File: src/rtl/ffra_pkg.sv
// Shared definitions for the ffra multiply-add pipeline and its dot-product sequencer.
package ffra_pkg;

    typedef enum logic [1:0] {
        IDLE  = 2'd0,
        RUN   = 2'd1,
        DRAIN = 2'd2,
        DONE  = 2'd3
    } seq_state_e;

    // Latency of the ffra pipeline; also the number of interleaved partial-sum lanes.
    localparam int MAC_LAT = 4;

endpackage

File: src/rtl/ffra_dot_seq.sv
// Dot-product sequencer: streams operand pairs into ffra, recirculates its output as
// MAC_LAT interleaved partial-sum lanes, then folds the lanes into one result.
module ffra_dot_seq
    import ffra_pkg::*;
#(
    parameter int BITS  = 4,
    parameter int LEN_W = 8
) (
    input  logic              clk,
    input  logic              rst,
    input  logic              start,
    input  logic [LEN_W-1:0]  len,
    input  logic              in_valid,
    input  logic [BITS-1:0]   in_a,
    input  logic [BITS-1:0]   in_b,
    output logic              in_ready,
    output logic              busy,
    output logic              done,
    output logic [2*BITS-1:0] result,
    output logic [BITS-1:0]   mac_a,
    output logic [BITS-1:0]   mac_b,
    output logic [2*BITS-1:0] mac_ci,
    input  logic [2*BITS-1:0] mac_o
);

    localparam logic [2:0] CYC_MAX  = 3'(MAC_LAT);
    localparam logic [1:0] DCNT_MAX = 2'(MAC_LAT - 1);

    seq_state_e        state_q, state_d;
    logic [LEN_W-1:0]  rem_q, rem_d;
    logic [2:0]        cyc_q, cyc_d;
    logic [1:0]        dcnt_q, dcnt_d;
    logic [2*BITS-1:0] acc_q, acc_d;
    logic [2*BITS-1:0] result_q, result_d;
    logic              fire;

    always_ff @(posedge clk or posedge rst) begin
        if (rst) begin
            state_q  <= IDLE;
            rem_q    <= '0;
            cyc_q    <= '0;
            dcnt_q   <= '0;
            acc_q    <= '0;
            result_q <= '0;
        end else begin
            state_q  <= state_d;
            rem_q    <= rem_d;
            cyc_q    <= cyc_d;
            dcnt_q   <= dcnt_d;
            acc_q    <= acc_d;
            result_q <= result_d;
        end
    end

    always_comb begin
        state_d  = state_q;
        rem_d    = rem_q;
        cyc_d    = cyc_q;
        dcnt_d   = dcnt_q;
        acc_d    = acc_q;
        result_d = result_q;
        in_ready = 1'b0;
        fire     = 1'b0;
        mac_a    = '0;
        mac_b    = '0;
        mac_ci   = '0;
        case (state_q)
            IDLE: begin
                if (start) begin
                    rem_d    = len;
                    acc_d    = '0;
                    cyc_d    = '0;
                    dcnt_d   = '0;
                    result_d = '0;
                    state_d  = (len == '0) ? DONE : RUN;
                end
            end
            RUN: begin
                in_ready = (rem_q != '0);
                fire     = in_valid && in_ready;
                if (fire) begin
                    mac_a = in_a;
                    mac_b = in_b;
                end
                rem_d = rem_q - LEN_W'(fire);
                // Until every lane has issued once, ffra holds nothing of this job.
                if (cyc_q >= CYC_MAX) begin
                    mac_ci = mac_o;
                end else begin
                    cyc_d = cyc_q + 3'd1;
                end
                if ((rem_d == '0) && (cyc_q >= CYC_MAX - 3'd1)) begin
                    dcnt_d  = '0;
                    state_d = DRAIN;
                end
            end
            DRAIN: begin
                acc_d  = acc_q + mac_o;
                dcnt_d = dcnt_q + 2'd1;
                if (dcnt_q == DCNT_MAX) begin
                    result_d = acc_d;
                    state_d  = DONE;
                end
            end
            DONE: begin
                state_d = IDLE;
            end
            default: begin
                state_d = IDLE;
            end
        endcase
    end

    assign busy   = (state_q != IDLE);
    assign done   = (state_q == DONE);
    assign result = result_q;

endmodule

File: config.mk
export PLATFORM = sky130hd
export DESIGN_NAME = ffra_dot_seq
export DESIGN_NICKNAME = d
export VERILOG_FILES = /design/src/rtl/ffra_pkg.sv /design/src/rtl/ffra_dot_seq.sv
export SDC_FILE = /design/constraint.sdc
export NUM_CORES = 1
export LEC_CHECK = 0
export CAP_MARGIN = 20
export CORE_AREA = 2 2 70 72
export DETAILED_ROUTE_END_ITERATION = 8
export DIE_AREA = 0 0 72 74
export PLACE_DENSITY = 0.8
export SYNTH_ARGS = -nofsm -noshare
export SYNTH_HDL_FRONTEND = slang
export SYNTH_SLANG_ARGS = --single-unit
File: constraint.sdc
create_clock -name clk -period 4 [get_ports clk]
set_clock_uncertainty 0.15 [all_clocks]
set_input_delay 1 -clock clk [delete_from_list [all_inputs] [get_ports clk]]
set_output_delay 1 -clock clk [all_outputs]
set_load 0.005 [all_outputs]
Word-level counts from Yosys, hierarchy flattened
Cells that the tools add are included.
Widths: inputs -> output; s select.
{ "word_totals": {"inputBits": 28, "word_cells": 60, "register_bits": 31, "out_inout_bits": 27} }
{ "op_classes": {"n_reduce_logical": 16, "addsub": 4, "order_cmp": 2, "muxes": 24, "n_eq_ne": 8} }
{ "op_table": {"columns": ["operator", "count"], "rows": [
  ["$pmux 8 s2", 3],
  ["$mux 8", 5],
  ["$logic_not 8->1", 2],
  ["$mux 4", 4],
  ["$mux 2", 6],
  ["$reduce_and 3->1", 4],
  ["$add 8x8->8", 1],
  ["$ne 2x2->1 const B", 4],
  ["$pmux 2 s4", 1],
  ["$reduce_bool 8->1", 1],
  ["$sub 8x1->8", 1],
  ["$eq 2x2->1 const B", 3],
  ["$mux 3", 2],
  ["$pmux 2 s3", 1],
  ["$pmux 3 s2", 1],
  ["$reduce_bool 2->1", 3],
  ["$reduce_and 2->1", 2],
  ["$add 3x1->3 const B", 1],
  ["$ge 3x2->1 const B", 1],
  ["$ge 3x3->1 const B", 1],
  ["$reduce_bool 3->1", 1],
  ["$add 2x1->2 const B", 1],
  ["$eq 2x1->1 const B", 1],
  ["$logic_and 1x1->1", 2],
  ["other kinds (2)", 2]
]} }

Longest topological paths before layout
{ "depth": {"ltp_word": 7, "ltp_mapped": 13, "depth_no_buf": 11} }

Worst setup path before layout
OpenSTA, ideal clock, no wires.
{ "synth_timing": {"path_kind": "input-to-reg", "from": "input port in_valid", "to": "register dcnt_q[0]", "arrival_ns": 2.735, "setup_time_ns": 0.125, "path_slack_ns": 0.990, "required_time_ns": 3.725, "cell_stages": 10, "path_cell_list": "nor2b_1 -> clkbuf_1 -> ha_1 -> ha_1 -> inv_1 -> nor4_1 -> o21ai_1 -> o31ai_2 -> nand2_2 -> mux2_4"} }
{ "synth_between": {"elab_chain_len": 6} }
{ "synth_lines": {"columns": ["element", "line", "text"], "rows": [
  ["start: declaration", "ffra_dot_seq.sv:13", "input logic in_valid,"],
  ["$logic_and 1x1->1", "ffra_dot_seq.sv:80", "fire = in_valid && in_ready;"],
  ["$sub 8x1->8", "ffra_dot_seq.sv:85", "rem_d = rem_q - LEN_W'(fire);"],
  ["$logic_not 8->1", "ffra_dot_seq.sv:92", "if ((rem_d == '0) && (cyc_q >= CYC_MAX - 3'd1)) begin"],
  ["$logic_and 1x1->1", "ffra_dot_seq.sv:92", null],
  ["$ne 2x2->1 (no source line)", null, null],
  ["$reduce_and 3->1 (no source line)", null, null],
  ["end signal: assignment", "ffra_dot_seq.sv:49", "dcnt_q <= dcnt_d;"],
  ["end: declaration", "ffra_dot_seq.sv:32", "logic [1:0] dcnt_q, dcnt_d;"]
]} }
No other way between the ends.
A chain may end at the register's enable or synchronous reset.

Worst setup path after layout
{ "layout_timing": {"from": "input port in_valid", "to": "output port mac_b[2]"} }
{ "layout_between": {"elab_chain_len": 3} }
{ "layout_lines": {"columns": ["element", "line", "text"], "rows": [
  ["$logic_and 1x1->1", "ffra_dot_seq.sv:80", null],
  ["$mux 4", "ffra_dot_seq.sv:81", "if (fire) begin"],
  ["$mux 4", "ffra_dot_seq.sv:67", "case (state_q)"],
  ["end: declaration", "ffra_dot_seq.sv:21", "output logic [BITS-1:0] mac_b,"]
]} }
No other way between the ends.

==> reports/metrics.csv <==
stage,metric,value,unit
pwr,leakage,0.00131,uW
clocking,clock_insertion_delay_worst_skew,0.28,ns
synthesis,ys_seq_area_share,35.3,%
critical_path,crit_required,2.85,ns
timing,period_share,88.6,%
critical_path,end_kind,output port,
synthesis,top_cell_type_s_share_of_synthesized_area,35.3,%
timing,hold_viol,0,
timing,finalWorstSetupSlack,0.454,ns
timing,finalSetupViolCount,0,
die,num_io_pins,55,
pwr,seq_power_share,29.8,%
synthesis,synth-edff-count,0,
clocking,post_cts_buffers,0,
placed_design,place_congestion,0.968,
clocking,cts_tree,built,
timing,finalWorstPathRequiredPeriod,3.55,ns
synthesis,yosys_register_bits,31,
clocking,clock_sink_count,31,
pwr,net_load_switching_power,816,uW
global_route,first_global_vias,1925,
drt,number_of_vias_per_cell,5.44,
drt,totalWireLength,5.12,mm
synthesis,synth_top_cell_by_area,dfrtp_1,
timing,achievable-frequency,282,MHz
die,effective_utilization_at_floorplan,47.8,%
clocking,clkSlewWorstSetupHoldPaths,0.07,ns
pwr,combinationalPowerShare,55.9,%
clocking,cts_buffers,5,
timing,tightest_slew,0.788,ns
timing,timing_max_transition_violations_final,0,
synthesis,synth.top_cells.by_area,"dfrtp_1 (35%), ha_1 (9.7%), nand2_1 (5.8%), and3_1 (5.4%), o21ai_0 (4.8%)",
synthesis,asyncSetResetFlopFracSynth,100,%
drt,drtPass1Iterations,5,
die,coreArea,4600,um^2
critical_path,timing.critical_path.from_type,input port,
synthesis,post_synth_num_cell_types,51,
placed_design,placement.setup.worst_slack,0.435,ns
synthesis,yosys_most_used_dff,dfrtp_1,
timing,totalNegativeSetupSlack,0,ns
cells_and_area,layout_commonest_cell,clkdlybuf4s50_1,
cells_and_area,nNetsFinal,356,
drt,number_of_nets_with_antenna_violations_after_detailed_routing,0,
critical_path,critical_path.max_fanout,10,
pwr,power.share.switching,42.3,%
placed_design,place.port_buffers,54,
global_route,global_route_overflow,0,
clocking,cts_hold_fix_bufs,0,
pwr,power-per-cell-area,667,nW/um^2
global_route,grt_use_total,21.0,%
worst_hold_path,min-delay-path-class,flop to flop,
cells_and_area,antenna-diode-count,0,
pwr,irDropWorstVdd,359,uV
drt,detail_route.iter0.violations,107,
timing,worst_slew_margin_rel,47.5,%
global_route,antenna_found_initial,0,
drt,detailroute.via_count,1986,
clocking,cts-htree-levels,2,
cells_and_area,syn_to_final_growth,31.5,%
global_route,grt_first_pass_wirelength,8.76,mm
synthesis,post_synth_instance_area,2200,um^2
die,std_cell_rows,25,
die,die_w,72,um
synthesis,yosysWarnings,0,
clocking,postCtsResizedCells,0,
drt,drc_errors,0,
synthesis,synth_area_per_cell,8.59,um^2
pwr,power.internal,1110,uW
cells_and_area,most-common-layout-cells,"clkdlybuf4s50_1 (54), nand2_1 (34), dfrtp_1 (31), o21ai_0 (21), and3_1 (19)",
drt,post_drt_wl_per_cell,14.0,um
clocking,cts_buffer_depth,2,
clocking,clock_tree.root_cell,clkbuf_8,
status,status,"complete, no violations",
die,die_h,74,um
cells_and_area,drive_gt1_share,6.43,%
critical_path,setup.worst_path.class,input port to output port,
synthesis,synth.net_count,302,
critical_path,critPathArrivalTime,2.40,ns
pwr,power.clock.fraction,14.4,%
global_route,grt_max_degree,32,
placed_design,dp_hpwl,3.85,mm
die,die_area,5330,um^2
job,max-cap-violations,0,
synthesis,netlist_instances,256,
timing,rsz_0062_raised_after_global_routing,no,
-- area by class of cell --
cell class / instances / area [um^2]
tap: 54 / 67.6
timing repair buffer: 59 / 578
sequential: 31 / 776
fill: 419 / 1710
inverter: 14 / 52.6
multi-input combinational: 199 / 1320
clock buffer: 8 / 100
-- power groups by stage --
stage / clock (uW) / sequential [uW] / combinational [uW]
after floorplan: 0 / 541 / 771
after global placement: 0 / 571 / 1050
after detailed placement: 0 / 579 / 1080
after CTS: 284 / 573 / 1080
after global routing: 292 / 594 / 1220
final: 277 / 574 / 1080
-- per-stage QoR --
stage,cells,instance area (um^2),utilization [%],total power [uW],hold WS (ns)
final,365,2890,62.9,1930,0.328
after global routing,365,2890,62.9,2100,0.360
after CTS,365,2890,62.9,1940,0.334
after detailed placement,357,2790,60.7,1660,0.319
after global placement,357,2790,60.7,1620,0.310
after floorplan,256,2200,-,1310,0.310
-- synth_stat cells, drive strengths merged, types with 3 or more instances --
cell / n
nor3: 5
and2: 3
a21oi: 17
nand2b: 7
o22ai: 3
xnor2: 6
nand2: 35
nand3: 6
buf: 3
dfrtp: 31
ha: 17
nor4: 3
and3: 19
a32o: 3
nor2b: 5
nor2: 13
o21ai: 23
clkbuf: 9
mux2i: 6
inv: 14
-- worst paths after layout --
check | startpoint | slack [ns] | cells past startpoint | to
max | in_valid | 0.45 | 5 | mac_b[2]
min | result[0] | 0.33 | 2 | result[0]
max reg2reg | rem_q[2] | 0.92 | 12 | dcnt_q[0]
min reg2reg | result[0] | 0.33 | 2 | result[0]
max in group asynchronous | rst | 2.45 | 3 | rem_q[1]
min in group asynchronous | rst | 0.95 | 3 | result[5]
-- sequential cells by signal (all words and copies together), names as in the netlist --
name and count:
result 8, cyc_q 3, dcnt_q 2, state_q 2, acc_q 8, rem_q 8
-- critical path: stages --
cell	delay, ns
clkdlybuf4s50_1	0.44
nor2b_1	0.12
buf_4	0.17
and3_1	0.17
clkdlybuf4s50_1	0.50
-- per-layer routing --
| layer | global-route usage [%] | share of wire (%) | wire (um) |
|---|---|---|---|
| met1 | 26.7 | 46 | 2330 |
| met2 | 36.7 | 49 | 2520 |
| met3 | 4.47 | 4.1 | 212 |
| met4 | 5.03 | 1.2 | 61 |
| met5 | 0 | 0 | 0 |
-- kinds of logic (layout without fill, tap and decap cells) --
kind of cell | count (synthesis) | in the layout | share of synthesized area, %
xor gates and xnor gates | 7 | 7 | 2.79
muxes | 8 | 8 | 3.92
adders and majority gates | 18 | 18 | 10.6
DFF | 31 | 31 | 35.3
buffers and inverters | 26 | 81 | 4.83
and+or+nand+nor | 101 | 101 | 23.8
AOI/OAI and AO/OA | 65 | 65 | 18.8
Power figures use the tool's default switching activity.
